[src/rtl/mux32_pkg.sv]
// Shared constants and a lane-extraction helper for the 32:1 registered select mux.
package mux32_pkg;

   localparam int N_LANES    = 32;
   localparam int HALF_LANES = 16;
   localparam int SEL_W      = 5;
   localparam int MAX_W      = 64;

   // Returns lane idx (w bits wide, zero-extended) of a packed N_LANES-lane vector.
   function automatic logic [MAX_W-1:0] lane_of(input logic [N_LANES*MAX_W-1:0] vec,
                                                 input int idx, input int w);
      logic [MAX_W-1:0] r;
      r = '0;
      for (int b = 0; b < MAX_W; b++) begin
         if (b < w) r[b] = vec[idx*w + b];
      end
      return r;
   endfunction

endpackage

[src/rtl/mux_16.sv]
// Sixteen-lane select built as a four-level tree of mux_2; sel[0] picks at the leaves.
module mux_16
   import mux32_pkg::*;
#(
   parameter int DATA_W = 1
) (
   input  logic [HALF_LANES*DATA_W-1:0] in_data,
   input  logic [3:0]                   sel,
   output logic [DATA_W-1:0]            out_data
);

   logic [8*DATA_W-1:0] lvl1;
   logic [4*DATA_W-1:0] lvl2;
   logic [2*DATA_W-1:0] lvl3;

   for (genvar i = 0; i < 8; i++) begin : g_lvl1
      mux_2 #(.DATA_W(DATA_W)) u_mux (
         .in_data (in_data[i*2*DATA_W +: 2*DATA_W]),
         .sel     (sel[0]),
         .out_data(lvl1[i*DATA_W +: DATA_W])
      );
   end

   for (genvar i = 0; i < 4; i++) begin : g_lvl2
      mux_2 #(.DATA_W(DATA_W)) u_mux (
         .in_data (lvl1[i*2*DATA_W +: 2*DATA_W]),
         .sel     (sel[1]),
         .out_data(lvl2[i*DATA_W +: DATA_W])
      );
   end

   for (genvar i = 0; i < 2; i++) begin : g_lvl3
      mux_2 #(.DATA_W(DATA_W)) u_mux (
         .in_data (lvl2[i*2*DATA_W +: 2*DATA_W]),
         .sel     (sel[2]),
         .out_data(lvl3[i*DATA_W +: DATA_W])
      );
   end

   mux_2 #(.DATA_W(DATA_W)) u_root (
      .in_data (lvl3),
      .sel     (sel[3]),
      .out_data(out_data)
   );

endmodule

[src/rtl/mux_2.sv]
// Two-lane select: out_data = sel ? lane 1 : lane 0.
module mux_2 #(
   parameter int DATA_W = 1
) (
   input  logic [2*DATA_W-1:0] in_data,
   input  logic                sel,
   output logic [DATA_W-1:0]   out_data
);

   assign out_data = sel ? in_data[DATA_W +: DATA_W] : in_data[0 +: DATA_W];

endmodule

[src/rtl/mux32_sel_reg.sv]
// Registered 32:1 lane select, one-cycle latency with valid flag.
// Define MUX32_COMB_OUT_EN to add the zero-latency comb_data output.
module mux32_sel_reg
   import mux32_pkg::*;
#(
   parameter int DATA_W = 1
) (
   input  logic                      clk,
   input  logic                      reset_n,
   input  logic [N_LANES*DATA_W-1:0] in_data,
   input  logic [SEL_W-1:0]          sel,
   input  logic                      in_valid,
   output logic [DATA_W-1:0]         out_data,
`ifdef MUX32_COMB_OUT_EN
   output logic [DATA_W-1:0]         comb_data,
`endif
   output logic                      out_valid
);

   logic [DATA_W-1:0] lo_p0;
   logic [DATA_W-1:0] hi_p0;
   logic [DATA_W-1:0] result_p0;

   mux_16 #(.DATA_W(DATA_W)) u_lo (
      .in_data (in_data[0 +: HALF_LANES*DATA_W]),
      .sel     (sel[3:0]),
      .out_data(lo_p0)
   );

   mux_16 #(.DATA_W(DATA_W)) u_hi (
      .in_data (in_data[HALF_LANES*DATA_W +: HALF_LANES*DATA_W]),
      .sel     (sel[3:0]),
      .out_data(hi_p0)
   );

   mux_2 #(.DATA_W(DATA_W)) u_half (
      .in_data ({hi_p0, lo_p0}),
      .sel     (sel[4]),
      .out_data(result_p0)
   );

`ifdef MUX32_COMB_OUT_EN
   assign comb_data = result_p0;
`endif

   // p0 -> output register; data holds while in_valid is low
   always_ff @(posedge clk or negedge reset_n) begin
      if (!reset_n) begin
         out_data  <= '0;
         out_valid <= 1'b0;
      end else begin
         out_valid <= in_valid;
         if (in_valid) out_data <= result_p0;
      end
   end

endmodule

[config.mk]
export PLATFORM = sky130hd
export DESIGN_NAME = mux32_sel_reg
export DESIGN_NICKNAME = d
export VERILOG_FILES = /design/src/rtl/mux32_pkg.sv /design/src/rtl/mux_16.sv /design/src/rtl/mux_2.sv /design/src/rtl/mux32_sel_reg.sv
export SDC_FILE = /design/constraint.sdc
export NUM_CORES = 1
export LEC_CHECK = 0
export ABC_CLOCK_PERIOD_IN_PS = 800
export BUFFER_PORTS_ARGS = -buffer_cell sky130_fd_sc_hd__buf_2
export CAP_MARGIN = 10
export CORE_AREA = 2 2 40 42
export DETAILED_ROUTE_END_ITERATION = 8
export DIE_AREA = 0 0 42 44
export HOLD_SLACK_MARGIN = 0.15
export PLACE_DENSITY = 0.71
export SKIP_LAST_GASP = 1
export SLEW_MARGIN = 20
export SYNTH_ARGS = -nofsm -noshare
export SYNTH_HDL_FRONTEND = slang
export SYNTH_SLANG_ARGS = --single-unit
[constraint.sdc]
create_clock -name clk -period 0.8 [get_ports clk]
set_input_delay 0.12 -clock clk [delete_from_list [all_inputs] [get_ports clk]]
set_output_delay 0.12 -clock clk [all_outputs]
set_load 0.01 [all_outputs]
**After elaboration in Yosys (flattened, before gate mapping)**

Index checks and enable logic that the tools add are counted.

- Multiplexer cells: 31

Operators by type and width:

| kind | number |
|---|---|
| two-way mux 1 bit | 31 |

- Output and inout port bits: 2
- Input bits: 40
- Register bits: 2
- Word-level logic and storage cells: 33

**Longest topological paths before layout**

Gate-level depths: netlist (run 1).

- Depth in word-level cells: 5
- Mapped depth: 6

**Cells and area by module**

Synthesis (run 1) repeated with hierarchy kept, for this count alone.

- Cells, all modules: 34
- Area total of the unflattened synthesis: 530.5 sq um

Modules (own cells, without submodules):

| module | cells an instance | times used | sequential area each (sq um) | area an instance (sq um) |
|---|---|---|---|---|
| mux_2 | 1 | 31 | 0.0 | 15.0 |
| mux32_sel_reg | 3 | 1 | 50.0 | 65.1 |

**Worst setup path before layout (run 1)**

No wires, ideal clock.

- Kind: input to register
- From: input port sel[0]
- To: register out_data
- Setup slack: -312 ps
- Cell stages on the path: 6
- Buffers on the path: 1
- Library setup time: 139 ps
- Data required time: 661 ps
- Arrival: 974 ps
- Cell sequence: buf_6 -> mux2_2 -> o2bb2ai_1 -> a211oi_1 -> a31oi_1 -> a41oi_1

- Longest elaborated chain between the ends: 5
- Elaborated cells on any way between the ends: 31
- Those cells by class: 31 x mux

RTL lines:

| what | RTL line | RTL |
|---|---|---|
| start: declaration | mux32_sel_reg.sv:11 | `input logic [SEL_W-1:0] sel,` |
| two-way mux 1 bit (4 in a row) | mux_2.sv:10 | `assign out_data = sel ? in_data[DATA_W +: DATA_W] : in_data[0 +: DATA_W];` |
| two-way mux 1 bit (*) | mux_2.sv:10 |  |
| end signal: assignment | mux32_sel_reg.sv:53 | `if (in_valid) out_data <= result_p0;` |
| end: declaration | mux32_sel_reg.sv:13 | `output logic [DATA_W-1:0] out_data,` |

Mark *: on every way between the ends. The rest lies on a longest branch, timed or not.
A chain may end at the register's enable or synchronous reset.

**Worst setup path after layout (run 1)**

Same ends and word-level chain as after synthesis.

==> impl_results.md, run 1 <==
* Hpwl dp at 1.11 mm
* Final worst-path cycle share at 1.19
* Row count at 14
* Die Y at 44 µm
* Critical path class: in2reg
* Final setup fails at 3
* Reg2reg start: out_data
* Post-route ant nets at 0
* Post-synthesis area per instance at 8.56 µm²
* Vias in the first global route at 570
* Layout Nets at 141
* Synthesized net count at 84
* Initial drt markers at 5
* Largest net degree at the start of global routing at 9
* Post-synthesis sequential element count at 2
* WL/cell at 12.4 µm
* Seq pwr share at 0.161
* Input/output buffers at 41
* Sw Share at 0.303
* FILL cells at 136
* Final WS setup at -0.151 ns
* Placer Congestion at 0.818
* Area added between synthesis and finish at 116%
* Vias per inst at 4.84
* Final Max Slew Viols at 0
* First-pass GRT wire length at 2.24 mm
* Total CTS buffers at 3
* CP required at 0.88 ns
* Total Wirelength at 1.43 mm
* Clock power frac at 0.312
* Final worst path period need at 0.951 ns
* Clk slew on worst S/H paths at 0.03 ns
* Area of the mapped netlist at 377 µm²
* DR vias at 557
* Tot GR Track Use at 0.157
* Clk_skew at 0 ns
* Switching power at 219 µW
* Later-pin clock latency in the skew report at 0.22 ns
* Layout cells sized above 1 at 0.687
* Post-synthesis sequential area ratio at 0.133
* Worst Setup End Kind: flop
* Internal power at 503 µW
* Worst IR Drop VDD at 0.000347 V
* Antenna violations before repair at 0
* Die width at 42 µm
* Die area at 1850 µm²
* Commonest non-fill, non-tap cell in the layout: buf_2
* Combinational power share at 0.527
* Hold Crit Class: in2reg
* CTS Buffer Depth at 2
* GR Overflow Total at 0
* Crit. Startpoint: sel[0]
* CTS tree: yes
* Initial core utilization at 0.265
* Core Footprint at 1420 µm²
* CP startpoint kind: input port
* CTS Sinks at 2
* Commonest cells after routing, fill and taps aside: buf_2, mux2i_1, buf_4
* Synth warn at 0
* Worst slew pin tran at 0.197 ns
* Post-layout util at 0.572
* Worst-path fanout max at 7
* Final total power at 721 µW
* Post-synthesis instance total at 44
* Max-cap viol count at 0
* Fmax at 1050 MHz
* Status: finished, violations left
* Failing checks: negative setup slack
* RSZ-0062 raised after global routing: true
* PD cells at 888 nW/µm²
* Final hold violations at 0
* CTS root buf: clkbuf_4
* Drt pass-1 iters at 3
* Drt drc at 0
* IO Count at 42
* H-tree Lvls at 1
* CP arrival at 1.03 ns
* Relative slew slack at 0.865
* Cell variety after synth at 20
* Hold Startpoint: in_valid
* Antenna diodes at 0
* Leakage power at 0.419 nW
[through the flow]
stage	setup TNS, ns	worst slack, ns	hold slack (ns)	instances	cell area, µm²
3_3_place_gp	-0.435	-0.435	-0.0939	110	677
6_report	-0.227	-0.151	0.190	115	812
5_1_grt	-0.292	-0.180	0.204	115	812
2_1_floorplan	-0.279	-0.279	-0.176	44	400
4_1_cts	-0.255	-0.162	0.192	115	786
3_5_place_dp	-0.475	-0.475	-0.0910	110	677
[path summary, 6_finish.rpt]
path | end | slack (ns) | cells past startpoint
worst min register to register | out_data | 0.60 | 2
worst min-delay path | out_data | 0.19 | 2
max in group asynchronous | out_data | 0.49 | 2
worst max-delay path | out_data | -0.15 | 6
min in group asynchronous | out_valid | 0.21 | 2
worst max register to register | out_data | 0.07 | 2
[cells in the mapped netlist]
cell type	instances	area [µm²]
a211oi_1	2	15.0
a41oi_1	1	8.76
mux2_2	1	11.3
nor2_1	2	7.51
buf_6	2	22.5
nand3_1	1	5.00
mux2i_1	14	140
nor2b_1	2	12.5
inv_1	1	3.75
a31oi_1	2	12.5
nand4_1	1	6.26
a311oi_1	1	8.76
o2bb2ai_1	1	8.76
dfrtp_1	2	50.1
a22o_1	1	8.76
a22oi_1	1	7.51
a21oi_1	2	10.0
nand2_1	5	18.8
and2b_4	1	10.0
a211o_1	1	8.76
[cells by family (layout without fill, tap and decap cells)]
kind of cell           Yosys count  after routing  share of synthesized area
AOI/OAI and AO/OA               12             12                      0.236
buffers and inverters            3             58                     0.0698
and+or+nand+nor                 12             12                      0.159
muxes                           15             15                      0.402
DFF                              2              2                      0.133
[state kept, by name, summed over array words and instances (netlist names)]
signal / count
out_data: 1
out_valid: 1
[power by group through the flow]
stage | registers, mW | clock network [mW] | logic [mW]
2_1_floorplan | 0.123 | 0 | 0.146
5_1_grt | 0.118 | 0.228 | 0.411
3_5_place_dp | 0.118 | 0 | 0.310
3_3_place_gp | 0.117 | 0 | 0.303
4_1_cts | 0.117 | 0.230 | 0.363
6_report | 0.116 | 0.225 | 0.380
[what timing repair did]
action / in CTS / in global routing
buffers inserted: 0 / 0
endpoints found under the hold margin: 3 / 0
endpoints found under the setup margin: 3 / 3
pin swaps: 8 / 6
gates resized for setup: 13 / 6
hold buffers: 2 / 0
cloned: 0 / 0
[worst max-delay path, cell delays in order]
cell       delay [ns]
buf_12           0.12
mux2_4           0.30
o2bb2ai_4        0.12
a211oi_2         0.06
a31oi_1          0.17
a41oi_2          0.14
[area by class of cell]
class	instances	area, µm²	area share
Tap cell	16	20.0	0.0247
Clock buffer	3	22.5	0.0277
Timing Repair Buffer	54	343	0.422
Sequential cell	2	50.0	0.0616
Inverter	1	3.75	0.00462
Multi-Input combinational cell	39	373	0.459
[layer usage]
layer,vias to the layer above,global-route usage,wire [µm]
met2,30,0.322,784
met3,2,0.0250,128
li1,285,-,-
met1,240,0.158,501
met5,-,0,0
met4,0,0.0581,13
Power figures use the tool's default switching activity.
==> inputs of run 2 (changes only) <==
--- a/config.mk
+++ b/config.mk
@@ -5,6 +5,7 @@
 export SDC_FILE = /design/constraint.sdc
 export NUM_CORES = 1
 export LEC_CHECK = 0
+export ABC_AREA = 1
 export ABC_CLOCK_PERIOD_IN_PS = 800
 export BUFFER_PORTS_ARGS = -buffer_cell sky130_fd_sc_hd__buf_2
 export CAP_MARGIN = 10
@@ -12,7 +13,7 @@
 export DETAILED_ROUTE_END_ITERATION = 8
 export DIE_AREA = 0 0 42 44
 export HOLD_SLACK_MARGIN = 0.15
-export PLACE_DENSITY = 0.71
+export PLACE_DENSITY = 0.73
 export SKIP_LAST_GASP = 1
 export SLEW_MARGIN = 20
 export SYNTH_ARGS = -nofsm -noshare
==> run 2 against run 1 <==
The flow still finishes with violations (negative setup slack). Largest cell class unchanged. Area after synthesis increased by 5.3%. Final cell count rose by 21%. Largest power group unchanged. Sequential power is essentially flat. Via count is 17% higher. Fmax increased by 13%. Clock skew stayed put.
==> impl_results.md, run 2 <==
* Synthesized net count at 120
* H-tree Lvls at 1
* IO Count at 42
* Worst path slowest cell: dfrtp_1
* Final hold violations at 0
* CP startpoint kind: flop
* WP depth at 1
* CP cell instances: buf_2
* Commonest cells after routing, fill and taps aside: nand2_1, buf_2, nand3_1
* Largest cells by area after synthesis: nand2_1, nand3_1, dfrtp_1
* WL/cell at 9.93 µm
* Vias in the first global route at 615
* Fmax at 1190 MHz
* Max-cap viol count at 0
* Tot GR Track Use at 0.164
* Die width at 42 µm
* CP required at 0.68 ns
* Top-count cell post-synth: nand2_1
* CTS tree: yes
* Worst Setup End Kind: output pin
* Design Area, Final at 662 µm²
* CP arrival at 0.72 ns
* Initial core utilization at 0.280
* CTS Sinks at 2
* Area of the mapped netlist at 397 µm²
* Post-synthesis instance total at 80
* Row count at 14
* Die area at 1850 µm²
* CP peak stage delay at 0.36 ns
* Post-synthesis sequential element count at 2
* Core Footprint at 1420 µm²
* Die Y at 44 µm
* Worst-path fanout max at 2
* CTS root buf: clkbuf_4
* Worst IR Drop VDD at 0.000291 V
* Synth Flop Type: dfrtp_1
* Synth warn at 0
* Area share of the largest cell type after synthesis at 0.397
* Largest net degree at the start of global routing at 18
* Cell Area, Placed at 592 µm²
* Clk_skew at 0 ns
* Layout Nets at 165
* Vias per inst at 4.67
* Total Wirelength at 1.38 mm
* First-pass GRT wire length at 2.27 mm
* CP top delay family: flip-flops
* Final Max Slew Viols at 0
* Minimum hold slack at 0.206 ns
* Adder and majority gate portion of the synthesized area at 0
* Critical path class: reg2out
* Final cell count without fillers at 139
* Simple-Gate Fraction of Synth Area at 0.744
* Total CTS buffers at 3
* GR Overflow Total at 0
* CTS Buffer Depth at 2
* Input/output buffers at 41
* Final setup fails at 2
* Post-synth top cells: nand2_1, nand3_1, inv_1
* Largest family of logic cells by synthesized area: simple AND/OR/NAND/NOR gates
* Post-layout util at 0.466
* Post-synthesis sequential area ratio at 0.126
* Failing checks: negative setup slack
* Biggest registers after layout: out_data (1), out_valid (1)
* Synth Area in Compound Gates at 0
* Placed Cells at 133
* Leakage power at 0.400 nW
* Hold Crit Class: in2async
* Post-synthesis area per instance at 4.96 µm²
* Post-synthesis mux area share at 0
* Initial drt markers at 8
* XOR/XNOR Fraction of Synth Area at 0
* FF-to-FF path depth at 3
* Reg2reg end: out_data
* Drt drc at 0
* Reg2reg start: out_data
* Clk slew on worst S/H paths at 0.03 ns
* Final WS setup at -0.0419 ns
* Area added between synthesis and finish at 66.9%
* Post-synth top area cell: nand2_1
* Final worst-path cycle share at 1.05
* Antenna violations before repair at 0
* Layout cells sized above 1 at 0.382
* RSZ-0062 raised after global routing: true
* Commonest non-fill, non-tap cell in the layout: nand2_1
* Final total power at 650 µW
* PD cells at 982 nW/µm²
* Final worst path period need at 0.842 ns
* Placer Congestion at 0.738
* Synth async-reset ratio at 1.00
* Hpwl dp at 1.11 mm
* Worst slew pin tran at 0.195 ns
* Antenna diodes at 0
* Post-route ant nets at 0
* Status: finished, violations left
* Relative slew slack at 0.870
* Cell variety after synth at 8
* Post-synth EDFFs at 0
* DR vias at 649
* Buf/Inv on CP at 1
* Later-pin clock latency in the skew report at 0.23 ns
* Drt pass-1 iters at 4
* R2R Setup Slk at 0.10 ns
run 2: metal layers:
metal | GRT usage | share of wire | vias to the layer above | wire (µm)
met5 | 0 | 0 | - | 0
met4 | 0.116 | 0.0087 | 0 | 12
met3 | 0.0208 | 0.088 | 2 | 121
met2 | 0.313 | 0.51 | 32 | 709
met1 | 0.165 | 0.39 | 270 | 536
li1 | - | - | 345 | -
run 2: timing repair:
| action | in CTS | in global routing |
|---|---|---|
| endpoints found under the setup margin | 3 | 3 |
| hold endpoints to repair | 3 | 0 |
| hold buffers | 2 | 0 |
| cloned | 0 | 0 |
| pin swaps | 0 | 0 |
| buffers inserted | 1 | 0 |
| resized for setup | 1 | 5 |
run 2: report_power, final:
| group | internal, mW | total (mW) | switching [mW] |
|---|---|---|---|
| clock | 0.166 | 0.235 | 0.0685 |
| sequential | 0.111 | 0.115 | 0.00352 |
| combinational | 0.156 | 0.300 | 0.144 |
run 2: worst max-delay path by stage:
stage | from | to | slack (ns)
finish | out_data | out_data | -0.04
global route | out_valid | out_valid | -0.07
CTS | out_data | out_data | -0.06
detailed placement | sel[0] | out_data | -0.40
global placement | sel[0] | out_data | -0.35
floorplan | sel[0] | out_data | -0.14
run 2: cell families after synthesis:
logic type             after synthesis
and+or+nand+nor                     69
DFF                                  2
buffers and inverters                9
run 2: stage by stage:
| stage | setup slack (ns) | TNS, ns |
|---|---|---|
| 2_1_floorplan | -0.136 | -0.136 |
| 3_3_place_gp | -0.345 | -0.345 |
| 3_5_place_dp | -0.401 | -0.401 |
| 4_1_cts | -0.0572 | -0.151 |
| 5_1_grt | -0.0660 | -0.170 |
| 6_report | -0.0419 | -0.0828 |
run 2: area by class of cell:
| cell class | count | area [µm²] |
|---|---|---|
| clock buffer | 3 | 22.5 |
| timing repair buffer | 44 | 248 |
| sequential | 2 | 50.0 |
| tap | 16 | 20.0 |
| inverter | 5 | 26.3 |
| fill | 164 | 757 |
| multi-input combinational | 69 | 295 |
